## src/rtl/lfsr_tone_bank.sv

```systemverilog
// Bank of NUM_CH note channels: programmable divider, Galois LFSR and IDLE/PLAY/RELEASE envelope.
// Optional macro LFSR_TONE_LOCKUP_GUARD_EN replaces an all-zero LFSR result with the seed (or 1).
module lfsr_tone_bank #(
    parameter int NUM_CH    = 8,
    parameter int LFSR_W    = 8,
    parameter int DIV_W     = 17,
    parameter int REL_TICKS = 4,
    parameter logic [LFSR_W-1:0] SEED_DEFAULT = '1,
    parameter logic [LFSR_W-1:0] TAPS_DEFAULT = LFSR_W'(8'hB8)
) (
    input  logic                       clk,
    input  logic                       rst_n,
    input  logic [NUM_CH-1:0]          key_i,
    input  logic [NUM_CH-1:0]          mode_i,
    input  logic                       cfg_we,
    input  logic [3:0]                 cfg_ch,
    input  logic [1:0]                 cfg_sel,
    input  logic [DIV_W-1:0]           cfg_data,
    output logic [NUM_CH-1:0]          tone_o,
    output logic [NUM_CH-1:0]          active_o,
    output logic [NUM_CH*LFSR_W-1:0]   lfsr_o
);

    localparam int REL_W = (REL_TICKS > 2) ? $clog2(REL_TICKS) : 1;
    localparam logic [REL_W-1:0] REL_LAST = REL_W'((REL_TICKS > 0) ? REL_TICKS - 1 : 0);

    typedef enum logic [1:0] {
        ST_IDLE    = 2'd0,
        ST_PLAY    = 2'd1,
        ST_RELEASE = 2'd2
    } state_e;

    logic cfg_hit;
    assign cfg_hit = cfg_we && (32'(cfg_ch) < NUM_CH);

    for (genvar c = 0; c < NUM_CH; c++) begin : g_ch
        state_e            state_q, state_d;
        logic [DIV_W-1:0]  cnt_q, cnt_d;
        logic [DIV_W-1:0]  hp_q, hp_d;
        logic              sq_q, sq_d;
        logic [LFSR_W-1:0] lfsr_q, lfsr_d;
        logic [LFSR_W-1:0] seed_q, seed_d;
        logic [LFSR_W-1:0] taps_q, taps_d;
        logic [REL_W-1:0]  rel_q, rel_d;
        logic              tone_q, tone_d;
        logic              tick;
        logic              sel_me;
        logic [LFSR_W-1:0] step_raw, step_val, reload_val;

        assign sel_me = cfg_hit && (cfg_ch == 4'(c));

        always_comb begin
            state_d  = state_q;
            cnt_d    = cnt_q;
            hp_d     = hp_q;
            sq_d     = sq_q;
            lfsr_d   = lfsr_q;
            seed_d   = seed_q;
            taps_d   = taps_q;
            rel_d    = rel_q;

            // Tick decision always uses the pre-write half_period and taps.
            tick     = (state_q != ST_IDLE) && (hp_q != '0) && (cnt_q >= hp_q - DIV_W'(1));
            step_raw = (lfsr_q >> 1) ^ (lfsr_q[0] ? taps_q : '0);
`ifdef LFSR_TONE_LOCKUP_GUARD_EN
            reload_val = (seed_q == '0) ? LFSR_W'(1) : seed_q;
            step_val   = (step_raw == '0) ? reload_val : step_raw;
`else
            reload_val = seed_q;
            step_val   = step_raw;
`endif

            if (state_q != ST_IDLE) begin
                if (hp_q == '0 || tick) cnt_d = '0;
                else                    cnt_d = cnt_q + DIV_W'(1);
                if (tick) begin
                    sq_d   = ~sq_q;
                    lfsr_d = step_val;
                end
            end

            case (state_q)
                ST_IDLE: begin
                    cnt_d = '0;
                    if (key_i[c]) begin
                        state_d = ST_PLAY;
                        lfsr_d  = reload_val;
                        sq_d    = 1'b0;
                    end
                end
                ST_PLAY: begin
                    if (!key_i[c]) begin
                        if (REL_TICKS == 0) begin
                            state_d = ST_IDLE;
                            cnt_d   = '0;
                        end else begin
                            state_d = ST_RELEASE;
                            rel_d   = '0;
                        end
                    end
                end
                ST_RELEASE: begin
                    if (key_i[c]) begin
                        state_d = ST_PLAY;
                    end else if (tick) begin
                        if (rel_q == REL_LAST) begin
                            state_d = ST_IDLE;
                            cnt_d   = '0;
                        end else begin
                            rel_d = rel_q + REL_W'(1);
                        end
                    end
                end
                default: state_d = ST_IDLE;
            endcase

            if (sel_me) begin
                case (cfg_sel)
                    2'd0:    hp_d   = cfg_data;
                    2'd1:    seed_d = cfg_data[LFSR_W-1:0];
                    2'd2:    taps_d = cfg_data[LFSR_W-1:0];
                    default: ;
                endcase
            end

            tone_d = (state_d != ST_IDLE) && (mode_i[c] ? lfsr_d[0] : sq_d);
        end

        always_ff @(posedge clk or negedge rst_n) begin
            if (!rst_n) begin
                state_q <= ST_IDLE;
                cnt_q   <= '0;
                hp_q    <= '0;
                sq_q    <= 1'b0;
                lfsr_q  <= SEED_DEFAULT;
                seed_q  <= SEED_DEFAULT;
                taps_q  <= TAPS_DEFAULT;
                rel_q   <= '0;
                tone_q  <= 1'b0;
            end else begin
                state_q <= state_d;
                cnt_q   <= cnt_d;
                hp_q    <= hp_d;
                sq_q    <= sq_d;
                lfsr_q  <= lfsr_d;
                seed_q  <= seed_d;
                taps_q  <= taps_d;
                rel_q   <= rel_d;
                tone_q  <= tone_d;
            end
        end

        assign tone_o[c]                    = tone_q;
        assign active_o[c]                  = (state_q != ST_IDLE);
        assign lfsr_o[c*LFSR_W +: LFSR_W]   = lfsr_q;
    end

endmodule

```

## config.mk

```make
export PLATFORM = sky130hd
export DESIGN_NAME = lfsr_tone_bank
export DESIGN_NICKNAME = d
export VERILOG_FILES = /design/src/rtl/lfsr_tone_bank.sv
export SDC_FILE = /design/constraint.sdc
export NUM_CORES = 1
export LEC_CHECK = 0
export ABC_AREA = 0
export CORE_UTILIZATION = 35
export CTS_CLUSTER_SIZE = 20
export DETAILED_ROUTE_END_ITERATION = 10
export GPL_TIMING_DRIVEN = 0
export HOLD_SLACK_MARGIN = 0.03
export PLACE_DENSITY_LB_ADDON = 0.08
export SYNTH_ARGS = -nofsm -noshare
export SYNTH_HDL_FRONTEND = slang
export SYNTH_SLANG_ARGS = --single-unit
```

## constraint.sdc

```tcl
create_clock -name clk -period 3.8 [get_ports clk]
set_input_delay 0.95 -clock clk [delete_from_list [all_inputs] [get_ports clk]]
set_output_delay 0.95 -clock clk [all_outputs]
set_load 0.1 [all_outputs]
```

### Word-level counts from Yosys, hierarchy flattened

Cells that the tools add are included.

* register bits: 512
* input port bits: 42

* add/sub/neg operators: 24
* $lt $le $gt $ge: 9
* equal/unequal tests: 65
* mux-type cells: 216
* bitwise operators: 16
* reductions and logical operators: 123

Operators by type and width (number)
* $mux W17: 40
* $mux W8: 40
* $pmux W17 S2: 8
* $mux W2: 72
* $add A17 B1 Y17 const B: 8
* $ge A17 B17 Y1: 8
* $logic_not A17 Y1: 8
* $reduce_bool A17 Y1: 8
* $sub A17 B1 Y17 const B: 8
* $ne A2 B2 Y1 const B: 32
* $xor A7 B8 Y8: 8
* $pmux W2 S3: 8
* $reduce_and A2 Y1: 24
* $reduce_bool A2 Y1: 24
* $mux W1: 40
* $reduce_and A5 Y1: 8
* $eq A2 B2 Y1 const B: 17
* $logic_and A1 B1 Y1: 33
* $pmux W2 S2: 8
* $eq A2 B1 Y1 const B: 9
* $logic_not A2 Y1: 9
* $add A2 B1 Y2 const B: 8
* $eq A4 B3 Y1 const B: 4
* $eq A4 B2 Y1 const B: 2
* 5 further kinds: 19

### Depth between registers and ports, before layout

* depth after elaboration: 10
* depth in mapped cells: 19

### Worst setup path after synthesis

No wires, ideal clock.

* path type: register to register
* start point: register g_ch[3].hp_q[2]
* end point: register g_ch[3].lfsr_q[7]
* setup time: 0.079 ns
* arrival: 3.909 ns
* data required time: 3.721 ns
* slack: -0.188 ns
* stages on the path, launching flop included: 17
* cells stage by stage: dfrtp_1 or3_1 nor3_1 nand2b_1 or3b_2 or2_2 nor4_1 xnor2_1 ha_1 nand4_1 nor3_1 o211ai_1 a21oi_1 clkbuf_1 clkbuf_1 a31oi_1 o21ai_0

* longest elaborated chain between the ends: 7
* elaborated cells between the ends (all ways): 9
* those cells by class: add/sub (1); order compare (1); mux (4); reduce/logical (3)

Ends and longest elaborated chain
* start, declared: RTL line 39 `logic [DIV_W-1:0] hp_q, hp_d;`
* start signal, assigned: RTL line 143 `hp_q <= hp_d;`
* $sub A17 B1 Y17 or $reduce_bool A17 Y1 (tied branches): RTL line 63 `tick = (state_q != ST_IDLE) && (hp_q != '0) && (cnt_q >= hp_q - DIV_W'(1));`
* $ge A17 B17 Y1 or $logic_and A1 B1 Y1 (tied branches): RTL line 63
* $logic_and A1 B1 Y1 *: RTL line 63
* $mux W8 *: RTL line 76 `if (tick) begin`
* $mux W8 *: RTL line 73 `if (state_q != ST_IDLE) begin`
* $mux W8: RTL line 85 `if (key_i[c]) begin`
* $mux W8 *: RTL line 82 `case (state_q)`
* named net g_ch[3].lfsr_d[7]: RTL line 41 `logic [LFSR_W-1:0] lfsr_q, lfsr_d;`
* end signal, assigned: RTL line 145 `lfsr_q <= lfsr_d;`
* end, declared: RTL line 41

Mark *: on every way through the listed nets, which the timed path passes. The rest lies on a longest branch.
A chain may end at the register's enable or synchronous reset.

### Worst setup path in the final report

* start point: register g_ch[3].hp_q[3]
* end point: register g_ch[3].lfsr_q[7]

The elaborated chain is that of the path after synthesis.

==> flow_metrics.tcl <==
set metrics [dict create \
    synth_top_area_share_pct 31.95 \
    final_hold_viol_count 0 \
    ff_latch_area_sq_um 13020 \
    num_io_pins 122 \
    grt_pass1_vias 20540 \
    critical_path.slowest_cell "or3_4" \
    drive_gt1_share_pct 24.84 \
    fin_crit_sh_pct 100.3 \
    rsz0062_at_grt "yes" \
    drtIter0Drc 891 \
    syn_inst 2662 \
    final.setup_skew_ps 18.96 \
    final_core_utilization_pct 43.29 \
    violations "negative setup slack" \
    yosys-top-cells-area "dfrtp_1 32%, dfstp_2 15%, mux2_2 11%" \
    ys_warn_count 0 \
    min_period_ps 3812 \
    synth.net_count 2864 \
    status "complete, but fails checks" \
    htree_levels 2 \
    antenna_found_initial 10 \
    final_common_cell "dfrtp_1" \
    ctsHoldBuffers 0 \
    arrival_ps 4360 \
    cts_root_buf "clkbuf_16" \
    grt_max_degree 120 \
    grt_use_total_pct 18.46 \
    crit_required_ps 4340 \
    gp_congestion 0.8141 \
    fin_ws_ps -12.49 \
    nets 3108 \
    critPathBufInv 2 \
    tightestPinTransition_ps 1266 \
    grt_overflow 0 \
    grt_pass1_wl_um 116000 \
    rows 102 \
    syn_area_sq_um 27570 \
    clk_pin_slew_worst_paths_ps 60 \
    cellPowerDensity_nw_per_um2 549.3 \
    drt-pass1-iter-count 4 \
    end_kind "flip-flop" \
    slew_violations 0 \
    worstSetupPathDepth 17 \
    synth-async-reset-ratio_pct 100.0 \
    multi_input_area_sq_um 14550 \
    cp_top_family "simple AND/OR/NAND/NOR gates" \
    die_y_um 282.6 \
    synth-edff-count 0 \
    num_vias 20120 \
    hp-class "in -> async" \
    layout_common_cells "348 x dfrtp_1, 297 x nand2_1, 269 x nor2_1, 257 x mux2_2, 163 x xor2_1" \
    maxCapViolCount 0 \
    synth_cell_types 72 \
    start_util_pct 35.47 \
    leakagePower_nw 14.37 \
    design_area_sq_um 33640 \
    crit_chain "or3_4, nor3_4, nand2b_1, or3b_4, or2_4, nor4_4, xnor2_1, ha_1, nand4_1, nor3_2, o211ai_1, a21oi_2, buf_8, buf_6, nor2b_1, a31oi_1, o21ai_1" \
    max_slew_margin_pct 14.92 \
    clock_tree.buffer_depth 3 \
    clkSinkCount 512 \
    setup_violations 2 \
    route.detailed.drc 0 \
    cpPeakStageDelay_ps 410 \
    core_area_sq_um 77720 \
    cts_tree "yes" \
    die_w_um 282.6 \
    totalWireLength_um 72720 \
    die_area_sq_um 79890 \
    critPathMaxFanout 8 \
    n_fill_cell 7338 \
    dp_cells 3824 \
    wl_per_cell_um 18.17 \
    syn_area_per_cell_sq_um 10.36 \
    ir_worst_vdd_uv 456.7 \
    portBuffers 117 \
    fmax_mhz 262.3 \
    yosysSeqAreaShare_pct 47.20 \
    dp_hpwl_um 50050 \
    worstRegToRegCells 17 \
    ys_ff_latch 512 \
    stdcell_count 4001 \
    numCtsBuffers 61 \
    ant_nets 0 \
    insertion_delay_ps 630 \
    routed_via_density 5.029 \
    placed_area_sq_um 30220 \
    worstSetupPathType "reg -> reg" \
    synth_largest_area_cell "dfrtp_1" \
    synth_flop_cell "dfrtp_1" \
    syn2layout_area_growth_pct 22.05 \
    crit_path_start_kind "flip-flop" \
]
[final timing paths]
kind / from / endpoint / slack (ps)
max in group asynchronous: rst_n / g_ch[7].lfsr_q[0]$_DFF_PN1_ / 1950
worst min-delay path: rst_n / g_ch[0].state_q[1]$_DFF_PN0_ / 320
worst min register to register: g_ch[3].reload_val[5]$_DFFE_PN1P_ / g_ch[3].lfsr_q[5]$_DFF_PN1_ / 460
worst max-delay path: g_ch[3].hp_q[3]$_DFFE_PN0P_ / g_ch[3].lfsr_q[7]$_DFF_PN1_ / -10
min in group clk: g_ch[3].reload_val[5]$_DFFE_PN1P_ / g_ch[3].lfsr_q[5]$_DFF_PN1_ / 460
worst max register to register: g_ch[3].hp_q[3]$_DFFE_PN0P_ / g_ch[3].lfsr_q[7]$_DFF_PN1_ / -10
[sequential cells by signal, indices dropped and copies added (netlist names)]
register / cells
g_ch.taps_q: 64
g_ch.state_q: 16
g_ch.rel_q: 16
g_ch.reload_val: 64
g_ch.lfsr_q: 64
g_ch.hp_q: 136
g_ch.cnt_q: 136
g_ch.tone_q: 8
g_ch.sq_q: 8
[metrics by stage]
step | setup TNS (ps) | hold WS [ps] | total power, mW | worst slack [ps]
2_1_floorplan | -8.138 | 439.7 | 10.46 | -8.138
3_3_place_gp | -9915220 | 452.5 | 11.69 | -21580
3_5_place_dp | -54520 | 455.7 | 11.82 | -806.9
4_1_cts | -471.4 | 389.1 | 18.53 | -87.30
5_1_grt | -3599 | 432.4 | 19.52 | -201.3
6_report | -17.63 | 323.6 | 18.48 | -12.49
[metal layers]
metal | global-route usage, % | up-vias | share of wire (%)
li1 | - | 9772 | -
met1 | 25.23 | 9981 | 47
met2 | 30.33 | 261 | 47
met3 | 2.940 | 102 | 3.5
met4 | 4.671 | 4 | 2.2
met5 | 0 | - | 0.032
[cell usage after synthesis, types with 72 or more instances]
library cell and count:
mux2_2 258, dfstp_2 160, ha_1 160, xor2_1 163, nor2_1 278, nand2_1 303, a21oi_1 78, xnor2_1 120
nand3_1 74, clkbuf_1 72, dfrtp_1 352, o21ai_0 153
[repair_timing]
item                       CTS  global route
resized for setup           90           115
pin swaps                   31            40
buffers inserted            43            18
setup endpoints to repair  136           167
gates cloned                 2             2
[worst register-to-register path, stage by stage (launching register included)]
cell and delay (ps):
dfrtp_1 370, or3_4 410, nor3_4 140, nand2b_1 120, or3b_4 390, or2_4 260, nor4_4 150, xnor2_1 110
ha_1 330, nand4_1 130, nor3_2 230, o211ai_1 150, a21oi_2 320, buf_8 210, buf_6 140, nor2b_1 40
a31oi_1 150, o21ai_1 80
[logic make-up after synthesis]
| logic type | count (synthesis) | share of synthesized area [%] |
|---|---|---|
| buf+inv | 155 | 2.324 |
| compound gates | 347 | 7.462 |
| xor+xnor | 283 | 8.991 |
| fa+ha+maj | 160 | 7.262 |
| flops | 512 | 47.20 |
| mux | 264 | 10.76 |
| simple gates | 941 | 16.00 |
[cell type report]
type,instances,area share (%)
Sequential cell,512,38.69
Clock buffer,93,5.377
Timing Repair Buffer,187,5.582
Tap cell,1040,3.868
Buffer,86,1.398
Antenna cell,2,0.01488
Multi-Input combinational cell,1995,43.24
Clock inverter,23,1.131
Inverter,63,0.7029
[power breakdown]
part           switching, mW  total (mW)  internal (mW)
Combinational           3.18        5.06           1.88
Sequential             0.719        7.06           6.34
Clock                   2.41        6.36           3.95
Total                   6.31        18.5           12.2
Note: power is estimated with default switching activity, not from simulation.
